<file path="config.mk">
export PLATFORM = sky130hd
export DESIGN_NAME = uart_rx_sampler
export DESIGN_NICKNAME = d
export VERILOG_FILES = /design/src/rtl/uart_rx_sampler.sv
export SDC_FILE = /design/constraint.sdc
export NUM_CORES = 1
export LEC_CHECK = 0
export BUFFER_PORTS_ARGS = -buffer_cell sky130_fd_sc_hd__clkbuf_2
export CAP_MARGIN = 10
export CORE_MARGIN = 5
export CORE_UTILIZATION = 55
export DETAILED_ROUTE_END_ITERATION = 10
export PLACE_DENSITY = 0.84
export SYNTH_ARGS = -nofsm -noshare
export SYNTH_HDL_FRONTEND = slang
export SYNTH_SLANG_ARGS = --single-unit
</file>
<file path="constraint.sdc">
create_clock -name clock -period 2.98 [get_ports clock]
set_input_delay 0.447 -clock clock [delete_from_list [all_inputs] [get_ports clock]]
set_output_delay 0.447 -clock clock [all_outputs]
set_load 0.02 [all_outputs]
</file>
<file path="src/rtl/uart_rx_sampler.sv">
// uart_rx_sampler
//   Oversampling UART receive front end. It synchronizes the asynchronous rx
//   line, divides the system clock down to an oversample tick, and detects a
//   start bit. For each bit it takes a three-sample majority vote around the
//   bit centre. Each voted bit is presented to a downstream shift register as
//   bit_out with a one-cycle shift strobe. enable frames the whole transfer.
//   Stop and parity values are passed through unchecked.
//
// Parameters
//   CLK_DIV    clock cycles per oversample tick (2..1023)
//   OVS        ticks per bit period (even, 8..32)
//   FRAME_BITS bits per frame including start, data, parity, stop
//
// Ports
//   clock      system clock, rising edge
//   reset      synchronous, active-high
//   rx         asynchronous serial line, idle high
//   rx_en      receive enable; gates start detection only
//   bit_out    majority-voted bit, serial data for the downstream shifter
//   shift      one-cycle strobe, bit_out valid in the same cycle
//   enable     high while a frame is in progress (START/DATA)
//   frame_done one-cycle pulse after the last shift of a frame
//   start_err  one-cycle pulse when a start bit is rejected
//   busy       high in any state other than IDLE
module uart_rx_sampler #(
  parameter int unsigned CLK_DIV    = 27,
  parameter int unsigned OVS        = 16,
  parameter int unsigned FRAME_BITS = 11
) (
  input  logic clock,
  input  logic reset,
  input  logic rx,
  input  logic rx_en,
  output logic bit_out,
  output logic shift,
  output logic enable,
  output logic frame_done,
  output logic start_err,
  output logic busy
);

  localparam int unsigned DW = (CLK_DIV > 1) ? $clog2(CLK_DIV) : 1;
  localparam int unsigned SW = $clog2(OVS);
  localparam int unsigned BW = $clog2(FRAME_BITS + 1);

  localparam logic [DW-1:0] DIV_LAST    = DW'(CLK_DIV - 1);
  localparam logic [SW-1:0] SAMP_FIRST  = SW'(OVS / 2 - 1);
  localparam logic [SW-1:0] SAMP_MID    = SW'(OVS / 2);
  localparam logic [SW-1:0] SAMP_VOTE   = SW'(OVS / 2 + 1);
  localparam logic [SW-1:0] SAMP_END    = SW'(OVS - 1);
  localparam logic [BW-1:0] BITS_FRAME  = BW'(FRAME_BITS);

  typedef enum logic [1:0] {
    IDLE,
    START,
    DATA,
    DONE
  } state_t;

  state_t state;
  state_t state_next;

  // Synchronizer
  logic rx_meta;
  logic rx_s;

  // Tick divider
  logic [DW-1:0] div_cnt;
  logic          tick;

  // Bit sampling
  logic [SW-1:0] samp_cnt;
  logic [BW-1:0] bit_cnt;
  logic          samp_a;
  logic          samp_b;
  logic          vote;
  logic          in_frame;
  logic          samp_tick;
  logic          vote_tick;

  // FSM decisions consumed by the datapath
  logic start_go;
  logic vote_ok;
  logic vote_bad;

  // Registered strobes
  logic shift_q;
  logic start_err_q;

  // ---------------------------------------------------------------------
  // rx synchronizer; flops idle high so reset never looks like a start bit
  // ---------------------------------------------------------------------
  always_ff @(posedge clock) begin
    if (reset) begin
      rx_meta <= 1'b1;
      rx_s    <= 1'b1;
    end else begin
      rx_meta <= rx;
      rx_s    <= rx_meta;
    end
  end

  // ---------------------------------------------------------------------
  // Free-running oversample tick
  // ---------------------------------------------------------------------
  assign tick = (div_cnt == DIV_LAST);

  always_ff @(posedge clock) begin
    if (reset) begin
      div_cnt <= '0;
    end else if (tick) begin
      div_cnt <= '0;
    end else begin
      div_cnt <= div_cnt + 1'b1;
    end
  end

  // ---------------------------------------------------------------------
  // Sample timing and majority vote. The third sample is the live rx_s on
  // the vote tick, so the vote is ready on that same tick.
  // ---------------------------------------------------------------------
  assign in_frame  = (state == START) || (state == DATA);
  assign samp_tick = tick && in_frame;
  assign vote_tick = samp_tick && (samp_cnt == SAMP_VOTE);
  assign vote      = (samp_a & samp_b) | (samp_a & rx_s) | (samp_b & rx_s);

  // ---------------------------------------------------------------------
  // FSM state register
  // ---------------------------------------------------------------------
  always_ff @(posedge clock) begin
    if (reset) begin
      state <= IDLE;
    end else begin
      state <= state_next;
    end
  end

  // ---------------------------------------------------------------------
  // FSM next state and status outputs
  // ---------------------------------------------------------------------
  always_comb begin
    state_next = state;
    start_go   = 1'b0;
    vote_ok    = 1'b0;
    vote_bad   = 1'b0;
    enable     = 1'b0;
    busy       = 1'b1;
    frame_done = 1'b0;

    unique case (state)
      IDLE: begin
        busy = 1'b0;
        if (tick && !rx_s && rx_en) begin
          state_next = START;
          start_go   = 1'b1;
        end
      end

      START: begin
        enable = 1'b1;
        if (vote_tick) begin
          if (vote) begin
            // False start: no shift, straight back to hunting
            vote_bad   = 1'b1;
            state_next = IDLE;
          end else begin
            vote_ok = 1'b1;
          end
        end else if (samp_tick && (samp_cnt == SAMP_END)) begin
          state_next = DATA;
        end
      end

      DATA: begin
        enable = 1'b1;
        if (vote_tick) begin
          vote_ok = 1'b1;
        end
        // Leave on the final shift cycle itself so enable covers it,
        // without waiting out the rest of the stop bit.
        if (shift_q && (bit_cnt == BITS_FRAME)) begin
          state_next = DONE;
        end
      end

      DONE: begin
        frame_done = 1'b1;
        state_next = IDLE;
      end

      default: begin
        state_next = IDLE;
      end
    endcase
  end

  // ---------------------------------------------------------------------
  // Sample/bit counters, vote registers and output strobes
  // ---------------------------------------------------------------------
  always_ff @(posedge clock) begin
    if (reset) begin
      samp_cnt    <= '0;
      bit_cnt     <= '0;
      samp_a      <= 1'b1;
      samp_b      <= 1'b1;
      bit_out     <= 1'b1;
      shift_q     <= 1'b0;
      start_err_q <= 1'b0;
    end else begin
      // Strobes fire the cycle after the vote tick, when bit_out is settled
      shift_q     <= vote_ok;
      start_err_q <= vote_bad;

      if (start_go) begin
        samp_cnt <= '0;
        bit_cnt  <= '0;
      end else begin
        if (samp_tick) begin
          samp_cnt <= (samp_cnt == SAMP_END) ? '0 : samp_cnt + 1'b1;
        end
        if (vote_ok) begin
          bit_cnt <= bit_cnt + 1'b1;
        end
      end

      if (samp_tick && (samp_cnt == SAMP_FIRST)) begin
        samp_a <= rx_s;
      end
      if (samp_tick && (samp_cnt == SAMP_MID)) begin
        samp_b <= rx_s;
      end
      if (vote_tick) begin
        bit_out <= vote;
      end
    end
  end

  assign shift     = shift_q;
  assign start_err = start_err_q;

endmodule

</file>
==> results by group, run 1 <==
Run status
  – Status: finished clean

CTS
  – Clock transition at path regs: 0.13 ns
  – CTS root buf: clkbuf_4
  – TritonCTS buffer count: 3
  – Post-CTS setup buffer count: 0
  – CTS tree: built
  – CTS sink cnt: 22
  – Clock Latency Late Sink: roughly 0.32 ns
  – Post-CTS Resized: 0
  – # hold bufs at CTS: 0
  – Worst-case clock buffer depth: 2
  – H-tree levels: 1

Timing
  – Final Hold Viols: 0
  – Fin Setup TNS: 0 ns
  – Setup ws final: ~1.0 ns
  – Fmax: slightly above 500 MHz
  – Slew HR: 29.4%
  – Slew Viols, Final: 0
  – Final worst-path cycle share: roughly 65%
  – Unrepaired setup endpoints after global routing: no
  – Slew @ Worst Pin: 1.05 ns
  – Final setup vio count: 0
  – Clock Skews: 0.00333 ns
  – Minimum clock period: 1.94 ns

Pwr
  – Clock share of power: a little under a third
  – Sw power: 0.157 mW
  – Net Sw Frac: between 20 and 30%
  – Gate power share: around 14%
  – Total power: around 0.56 mW
  – Cell leakage power: between 0.5 and 0.6 nW
  – Pwr per Cell Area: 464 nW/um^2
  – Reg power frac: a little under three fifths
  – Power Internal: a little over 0.4 mW
  – Peak VDD IR: approximately 260 uV

GRT
  – Global route overflow: 0
  – Gr usage total: 17.3%
  – Initial antenna violation count: 0
  – Vias in the first global route: about 850
  – Largest net degree at the start of global routing: 13
  – First-pass GRT wire length: between 3000 and 4000 um

Routing
  – Initial detailed-routing violation count: 18
  – Met2 wire len: approximately 1100 um
  – Routed WL: about 2200 um
  – Uppermost layer routed: met4
  – Vias post-DR: 874
  – Post-Route M1 WL: between 900 and 1000 um
  – Metal3 WL: 104 um
  – Wire per inst: about 14 um
  – First-pass DRT Iterations: 4
  – Vias per inst: 5.57
  – Drt drc: 0
  – Antenna-violating nets left: 0

Place
  – Placed inst area: between 1000 and 1500 sq um
  – Dpl hpwl: around 1700 um
  – GP Congestion: slightly below 0.8
  – IO Port Bufs: 9
  – Cells after DPL: ~150
  – Place WS: around 1.1 ns

Layout
  – Share of cells above drive strength 1: 16.9%
  – Diodes inserted: 0
  – Fin cells: between 150 and 200
  – Final Cell Area: ~1200 sq um
  – Area delta synth->final: 10.5%
  – Final net count: ~150

Synthesis
  – #FFs+latches synth: 22
  – Post-synth EDFFs: 0
  – Synth Net Count: approximately 130
  – Async set or reset register ratio after synthesis: 0%
  – Post-synthesis sequential area ratio: about two fifths
  – Ys Warns: 0
  – Post-Syn Instances: 117
  – Mapped Avg Cell Area: ~9.3 sq um
  – Ys flop type: dfxtp_1
  – Library cells used by synthesis: 33
  – Post-Syn Area: roughly 1100 sq um

Critical path
  – Startpoint Class: flop
  – Critical R2R Capture: bit_cnt[2]
  – Crit path from: state[0]
  – CP Capture Type: flop
  – RR Startpoint: state[0]
  – R2r setup slk: approximately 1.0 ns
  – CP max FO: 8
  – Worst Path Arrival: 2.12 ns
  – Worst EP required: about 3.2 ns
  – Worst reg-to-reg path cell count: 5
  – WS Path Type: reg2reg
  – Worst Setup EP: bit_cnt[2]

Die
  – Die width: 54.6 um
  – Initial core utilization: ~57%
  – Core area: between 1500 and 2000 sq um
  – Vert. Die Dim: 54.6 um
  – Num ports: 10
  – Row cnt: 16
  – Die area: about 3000 sq um

Min path
  – Hold Path Class: in2reg

Run
  – Max-Cap Viols: 0
## critical path, stage by stage, from the launching register on
cell and delay [ns]:
dfxtp_1 0.39, inv_1 0.14, ha_1 0.20, inv_1 0.08, o31ai_1 0.88, nor2_1 0.12
## per-stage QoR
stage,hold WS [ns],util (%)
after floorplan,0.389,-
after global placement,0.396,61.0
after detailed placement,0.414,61.0
after CTS,0.303,62.9
after global routing,0.316,62.9
final,0.301,62.9
## cell usage after synthesis (2+ instances only)
master    count  area (sq um)
a21oi_1       3          15.0
a311oi_1      2          17.5
dfxtp_1      22           440
ha_1         11           138
inv_1         8          30.0
mux2i_1       5          50.1
nand2_1       8          30.0
nand3_1       8          40.0
nand4b_1      2          17.5
nor2_1       15          56.3
o21ai_0       5          25.0
or2_2         2          12.5
or3_1         2          12.5
xor2_1        5          43.8
## how the worst min path moves through the flow
stage	from	endpoint	depth (start not counted)
after global routing	rx	rx_meta	2
after floorplan	rx_meta	rx_s	1
after global placement	rx_meta	rx_s	1
after CTS	rx	rx_meta	2
after detailed placement	rx_meta	rx_s	1
final	rx	rx_meta	2
## layout make-up
| type | instances | area [sq um] |
|---|---|---|
| tap | 27 | 33.8 |
| fill | 176 | 713 |
| inverter | 8 | 30.0 |
| clock buffer | 4 | 36.3 |
| timing repair buffer | 9 | 45.0 |
| sequential | 22 | 440 |
| multi-input combinational | 87 | 623 |
## per-layer routing
layer	up-vias	global-route usage (%)
met2	20	30.5
met4	0	7.05
met5	-	0
li1	436	-
met3	5	3.27
met1	413	20.2
## registers in the layout (all words and copies together), names as in the netlist, named ones only
name	count
start_err	1
rx_meta	1
samp_a	1
div_cnt	5
samp_b	1
rx_s	1
state	1
bit_out	1
samp_cnt	4
bit_cnt	4
shift	1
## power by group through the flow
| stage | combinational [mW] | sequential, mW | clock (mW) |
|---|---|---|---|
| finish | 0.0791 | 0.311 | 0.171 |
| global route | 0.0911 | 0.313 | 0.182 |
| CTS | 0.0789 | 0.311 | 0.171 |
| detailed placement | 0.0785 | 0.318 | 0 |
| global placement | 0.0750 | 0.317 | 0 |
| floorplan | 0.0567 | 0.316 | 0 |
## cell usage in the layout, fill, tap and decap left out, drive strengths merged
cell | Yosys | routed
dfxtp | 22 | 22
nor2 | 15 | 15
clkbuf | 0 | 13
ha | 11 | 11
nand2 | 9 | 9
inv | 8 | 8
nand3 | 8 | 8
xor2 | 5 | 5
o21ai | 5 | 5
mux2i | 5 | 5
a21oi | 4 | 4
or2 | 3 | 3
nand4b | 2 | 2
a311oi | 2 | 2
or3 | 2 | 2
and4 | 2 | 2
a21boi | 2 | 2
nand2b | 1 | 1
o31ai | 1 | 1
and4b | 1 | 1
nor2b | 1 | 1
maj3 | 1 | 1
o21bai | 1 | 1
nor3 | 1 | 1
a31oi | 1 | 1
nor4 | 1 | 1
a31o | 1 | 1
nor3b | 1 | 1
xnor2 | 1 | 1
## kinds of logic (layout without fill, tap and decap cells)
kind of cell	count (synthesis)	in the layout	synth area share, %
and+or+nand+nor	47	47	22.9
DFF	22	22	40.3
AOI/OAI and AO/OA	17	17	11.2
adders and majority gates	12	12	13.5
buffers and inverters	8	21	2.75
xor gates and xnor gates	6	6	4.81
muxes	5	5	4.58
(Power assumes the default switching activity.)
==> run 2, diff against run 1 <==
==> constraint.sdc (replaced) <==
create_clock -name clock -period 1.9 [get_ports clock]
set_input_delay 0.285 -clock clock [delete_from_list [all_inputs] [get_ports clock]]
set_output_delay 0.285 -clock clock [all_outputs]
set_load 0.02 [all_outputs]
==> run 2 against run 1 <==
Net effect: power up 58%; worst setup slack got worse by 0.96 ns; routed wire length decreased by 0.37%; clock skew decreased by 0.0013 ns; cell count up 1.3%; fmax up 6.8%.
==> results by group, run 2 (synthesis results as in run 1) <==
Run status
  – Status: finished clean

CTS
  – Worst-case clock buffer depth: 2
  – H-tree levels: 1
  – # hold bufs at CTS: 0
  – TritonCTS buffer count: 3
  – CTS root buf: clkbuf_4
  – Clock transition at path regs: around 0.12 ns
  – CTS tree: built
  – Clock Latency Late Sink: 0.31 ns
  – Post-CTS Resized: 0
  – Post-CTS setup buffer count: 0
  – CTS sink cnt: 22

Critical path
  – Slowest-stage cell, CP: dfxtp_2
  – Worst Path Arrival: between 2 and 2.5 ns
  – Worst EP required: about 2.2 ns
  – RR Startpoint: state[0]
  – CP max FO: 6
  – Startpoint Class: flop
  – R2r setup slk: ~0.08 ns
  – Top delay family on crit path: simple AND/OR/NAND/NOR gates
  – WS Path Type: reg2reg
  – CP Capture Type: flop
  – Crit path from: state[0]
  – CP peak stage delay: roughly 0.40 ns
  – Crit path cell chain: inv_1 -> ha_1 -> and4_4 -> nand2_4 -> or3_1 -> a21oi_2
  – Buf/Inv on CP: 1
  – Worst reg-to-reg path cell count: 6
  – CP Depth: 6

Place
  – Cells after DPL: approximately 160
  – GP Congestion: approximately 0.86
  – IO Port Bufs: 9
  – Dpl hpwl: between 1500 and 2000 um

Routing
  – Vias per inst: ~5.5
  – Wire per inst: between 10 and 15 um
  – Initial detailed-routing violation count: 14
  – Drt drc: 0
  – Vias post-DR: 869
  – Antenna-violating nets left: 0
  – Routed WL: about 2200 um
  – First-pass DRT Iterations: 4

Layout
  – Commonest non-fill, non-tap cell in the layout: dfxtp_1
  – Final net count: roughly 150
  – Area delta synth->final: 13.0%
  – Top Registers: div_cnt (5), bit_cnt (4), samp_cnt (4)
  – Share of cells above drive strength 1: about a fifth
  – Fin cells: ~160
  – Diodes inserted: 0
  – Biggest register: div_cnt
  – Most frequent cells in the layout: dfxtp_1 (21), nor2_1 (15), ha_1 (11), clkbuf_2 (9)
  – Filler cell count: between 150 and 200
  – Max FFs per register: 5

GRT
  – First-pass GRT wire length: ~3500 um
  – Global route overflow: 0
  – Initial antenna violation count: 0
  – Vias in the first global route: about 870
  – Largest net degree at the start of global routing: 13
  – Gr usage total: about 17%

Timing
  – Final worst-path cycle share: between 90% and 100%
  – Final setup vio count: 0
  – Slew Viols, Final: 0
  – Final Hold Viols: 0
  – Fmax: around 550 MHz
  – Slew HR: around four fifths
  – Unrepaired setup endpoints after global routing: no
  – Slew @ Worst Pin: 0.299 ns
  – Fin Setup TNS: 0 ns
  – Clock Skews: between 0.002 and 0.0025 ns
  – Minimum clock period: between 1.5 and 2 ns

Pwr
  – Gate power share: 15.2%
  – Pwr per Cell Area: 717 nW/um^2
  – Net Sw Frac: a little over a quarter
  – Power Internal: about 0.64 mW
  – Sw power: between 0.2 and 0.25 mW
  – Reg power frac: 55.3%
  – Cell leakage power: between 0.5 and 0.6 nW
  – Peak VDD IR: 507 uV
  – Clock share of power: 29.6%

Die
  – Num ports: 10
  – Core area: about 1900 sq um
  – Row cnt: 16
  – Die area: slightly below 3000 sq um
  – Vert. Die Dim: approximately 55 um
  – Initial core utilization: between 50% and 60%
  – Die width: between 50 and 60 um

Run
  – Max-Cap Viols: 0

Min path
  – Hold Path Class: in2reg
  – Hold Path Stages: 2
  – Worst hold start: rx
==> run 2: changes by cell type in the layout (fill, tap and decap cells not counted), sizes merged <==
cell | previous run | this run
buf | 0 | 2
==> run 2: path summary, 6_finish.rpt <==
check / endpoint
min reg2reg: rx_s
max: bit_cnt[3]
max reg2reg: bit_cnt[3]
min: rx_meta
==> run 2: metrics by stage <==
step                setup WS [ns]  cell area (sq um)  utilization, %  power [mW]  hold slack (ns)
global placement            0.153               1190            61.8       0.617            0.396
detailed placement         0.0345               1190            61.8       0.625            0.402
floorplan                  0.0509               1090               -       0.584            0.354
finish                     0.0808               1240            64.3       0.886            0.149
CTS                       0.00577               1220            63.7       0.884            0.144
global route               0.0292               1240            64.3       0.920            0.165
==> run 2: per-layer routing <==
layer	GRT usage (%)	vias to the layer above	wire length (um)
li1	-	434	-
met1	17.3	411	870
met2	30.1	19	1160
met3	3.54	5	110
met4	10.4	0	35
met5	0	-	0
==> run 2: layout make-up <==
type,count,area [sq um],area share [%]
multi-input cells,87,634,51.3
flip-flops and latches,22,442,35.7
repair buffers,11,60.1,4.86
clock buffers,4,36.3,2.94
well taps,27,33.8,2.73
inverters,8,30.0,2.43
==> run 2: power by group through the flow <==
stage	registers [mW]	logic [mW]	clock network (mW)
final	0.490	0.134	0.262
after global routing	0.492	0.150	0.277
after detailed placement	0.499	0.126	0
after global placement	0.496	0.121	0
after CTS	0.488	0.128	0.268
after floorplan	0.495	0.0889	0
==> run 2: worst register-to-register path, delay by kind of cell, from the launching register on <==
| kind | cells | cell delay [ns] |
|---|---|---|
| AO/OA/AOI/OAI | 1 | 0.14 |
| AND/OR/NAND/NOR | 3 | 0.74 |
| adder cells (fa/ha/maj) | 1 | 0.39 |
| flip-flops | 1 | 0.40 |
| buffers and inverters | 1 | 0.10 |
==> run 3, diff against run 2 <==
--- a/config.mk
+++ b/config.mk
@@ -7,10 +7,12 @@
 export LEC_CHECK = 0
 export BUFFER_PORTS_ARGS = -buffer_cell sky130_fd_sc_hd__clkbuf_2
 export CAP_MARGIN = 10
+export CELL_PAD_IN_SITES_DETAIL_PLACEMENT = 0
+export CELL_PAD_IN_SITES_GLOBAL_PLACEMENT = 2
 export CORE_MARGIN = 5
-export CORE_UTILIZATION = 55
+export CORE_UTILIZATION = 36
 export DETAILED_ROUTE_END_ITERATION = 10
-export PLACE_DENSITY = 0.84
+export PLACE_DENSITY = 0.86
 export SYNTH_ARGS = -nofsm -noshare
 export SYNTH_HDL_FRONTEND = slang
 export SYNTH_SLANG_ARGS = --single-unit
==> run 3 against run 2 <==
Net effect: routed wire length shrank 3.8%; critical endpoint unchanged; non-clock buffer count increased by 2; worst setup slack gained 0.066 ns; global-route usage decreased by 5.3 points.
==> results by group, run 3 (synthesis results as in run 1) <==
Run status
  – Status: finished clean

Timing
  – Unrepaired setup endpoints after global routing: no
  – Slew HR: a little over 80%
  – Clock Skews: approximately 0.0069 ns
  – Fmax: between 500 and 600 MHz
  – Final setup vio count: 0
  – Final worst-path cycle share: 92.3%
  – Slew Viols, Final: 0
  – Fin Setup TNS: 0 ns
  – Slew @ Worst Pin: about 0.28 ns
  – Final Hold Viols: 0
  – Minimum clock period: ~1.8 ns

GRT
  – Met2 usage: 20.1%
  – Vias in the first global route: 861
  – Initial antenna violation count: 0
  – Gr usage total: 11.4%
  – Top Usage Layer GRT: met2
  – Global route overflow: 0
  – Met3 usage: under 10%
  – Largest net degree at the start of global routing: 12
  – First-pass GRT wire length: 3770 um
  – Global Route met1 Usage: around an eighth

Critical path
  – Crit path cell chain: inv_1 -> ha_1 -> and4b_2 -> and4_4 -> nand2_4 -> or3_1 -> a21oi_2
  – WS Path Type: reg2reg
  – R2r setup slk: between 0.1 and 0.15 ns
  – CP max FO: 5
  – Slowest-stage cell, CP: or3_1
  – CP peak stage delay: 0.36 ns
  – Worst Path Arrival: approximately 2 ns
  – Top delay family on crit path: simple AND/OR/NAND/NOR gates
  – Startpoint Class: flop
  – CP Capture Type: flop
  – Buf/Inv on CP: 1
  – Worst EP required: around 2.2 ns

Layout
  – Top Registers: div_cnt (5), bit_cnt (4), samp_cnt (4)
  – Filler cell count: 302
  – Diodes inserted: 0
  – Area delta synth->final: 14.2%
  – Util after Layout: 41.9%
  – Commonest non-fill, non-tap cell in the layout: dfxtp_1
  – Share of cells above drive strength 1: 20.3%
  – Biggest register: div_cnt
  – Final Cell Area: about 1200 sq um
  – Final net count: 150
  – Most frequent cells in the layout: dfxtp_1 (22), nor2_1 (15), ha_1 (10), clkbuf_2 (9)
  – Max FFs per register: 5

CTS
  – CTS root buf: clkbuf_4
  – CTS tree: built
  – Worst-case clock buffer depth: 2
  – Clock transition at path regs: between 0.1 and 0.15 ns
  – H-tree levels: 1
  – Clock Latency Late Sink: ~0.3 ns
  – TritonCTS buffer count: 3
  – CTS sink cnt: 22

Routing
  – First-pass DRT Iterations: 2
  – Wire per inst: approximately 13 um
  – Drt drc: 0
  – Initial detailed-routing violation count: 29
  – Vias post-DR: between 800 and 900
  – Antenna-violating nets left: 0
  – Routed WL: approximately 2100 um
  – Vias per inst: slightly above 5

Pwr
  – Cell leakage power: a little over 0.5 nW
  – Peak VDD IR: roughly 460 uV
  – Pwr per Cell Area: 671 nW/um^2

Die
  – Row cnt: 20
  – Die area: about 4200 sq um
  – Core area: ~3000 sq um
  – Die width: 65.1 um
  – Num ports: 10
  – Initial core utilization: a little under two fifths
  – Vert. Die Dim: 65.1 um

Min path
  – Hold Path Class: in2reg

Run
  – Max-Cap Viols: 0

Place
  – GP Congestion: ~0.81
  – IO Port Bufs: 9
  – Placed inst area: 1200 sq um
  – Dpl hpwl: between 1500 and 2000 um
==> run 3: per-stage QoR <==
stage | setup WS [ns] | power, mW | hold WS (ns) | cells
final | 0.147 | 0.838 | 0.164 | 166
after detailed placement | 0.121 | 0.631 | 0.406 | 162
after global routing | 0.0108 | 0.896 | 0.141 | 166
after floorplan | 0.0509 | 0.584 | 0.354 | 117
after global placement | 0.145 | 0.630 | 0.396 | 162
after CTS | 0.0969 | 0.840 | 0.153 | 165
==> run 3: per-layer routing <==
metal | up-vias | wire length (um)
met5 | - | 0
met4 | 0 | 12
met3 | 2 | 60
met2 | 9 | 1070
met1 | 406 | 945
li1 | 438 | -
==> run 3: what timing repair did <==
action,CTS,global route
hold endpoints to repair,0,0
hold buffers,0,0
buffers inserted,0,1
setup endpoints to repair,0,4
resized for setup,0,3
==> run 3: final timing paths <==
path / start / endpoint / depth (start not counted)
max: div_cnt[0] / bit_cnt[3] / 7
min: rx / rx_meta / 2
max reg2reg: div_cnt[0] / bit_cnt[3] / 7
min reg2reg: rx_meta / rx_s / 1
==> run 3: layout make-up <==
| class | instances | area, sq um | share of cell area (%) |
|---|---|---|---|
| multi-input combinational | 87 | 639 | 51.2 |
| clock buffer | 3 | 22.5 | 1.80 |
| tap | 33 | 41.3 | 3.31 |
| inverter | 8 | 30.0 | 2.40 |
| sequential | 22 | 440 | 35.3 |
| timing repair buffer | 13 | 75.1 | 6.01 |
==> run 3: power by group <==
part	total (mW)	leakage, nW	switching [mW]	internal (mW)
Combinational	0.151	0.327	0.0916	0.0597
Clock	0.203	0.0138	0.129	0.0739
Sequential	0.483	0.178	0.00923	0.474
Total	0.838	0.520	0.230	0.607
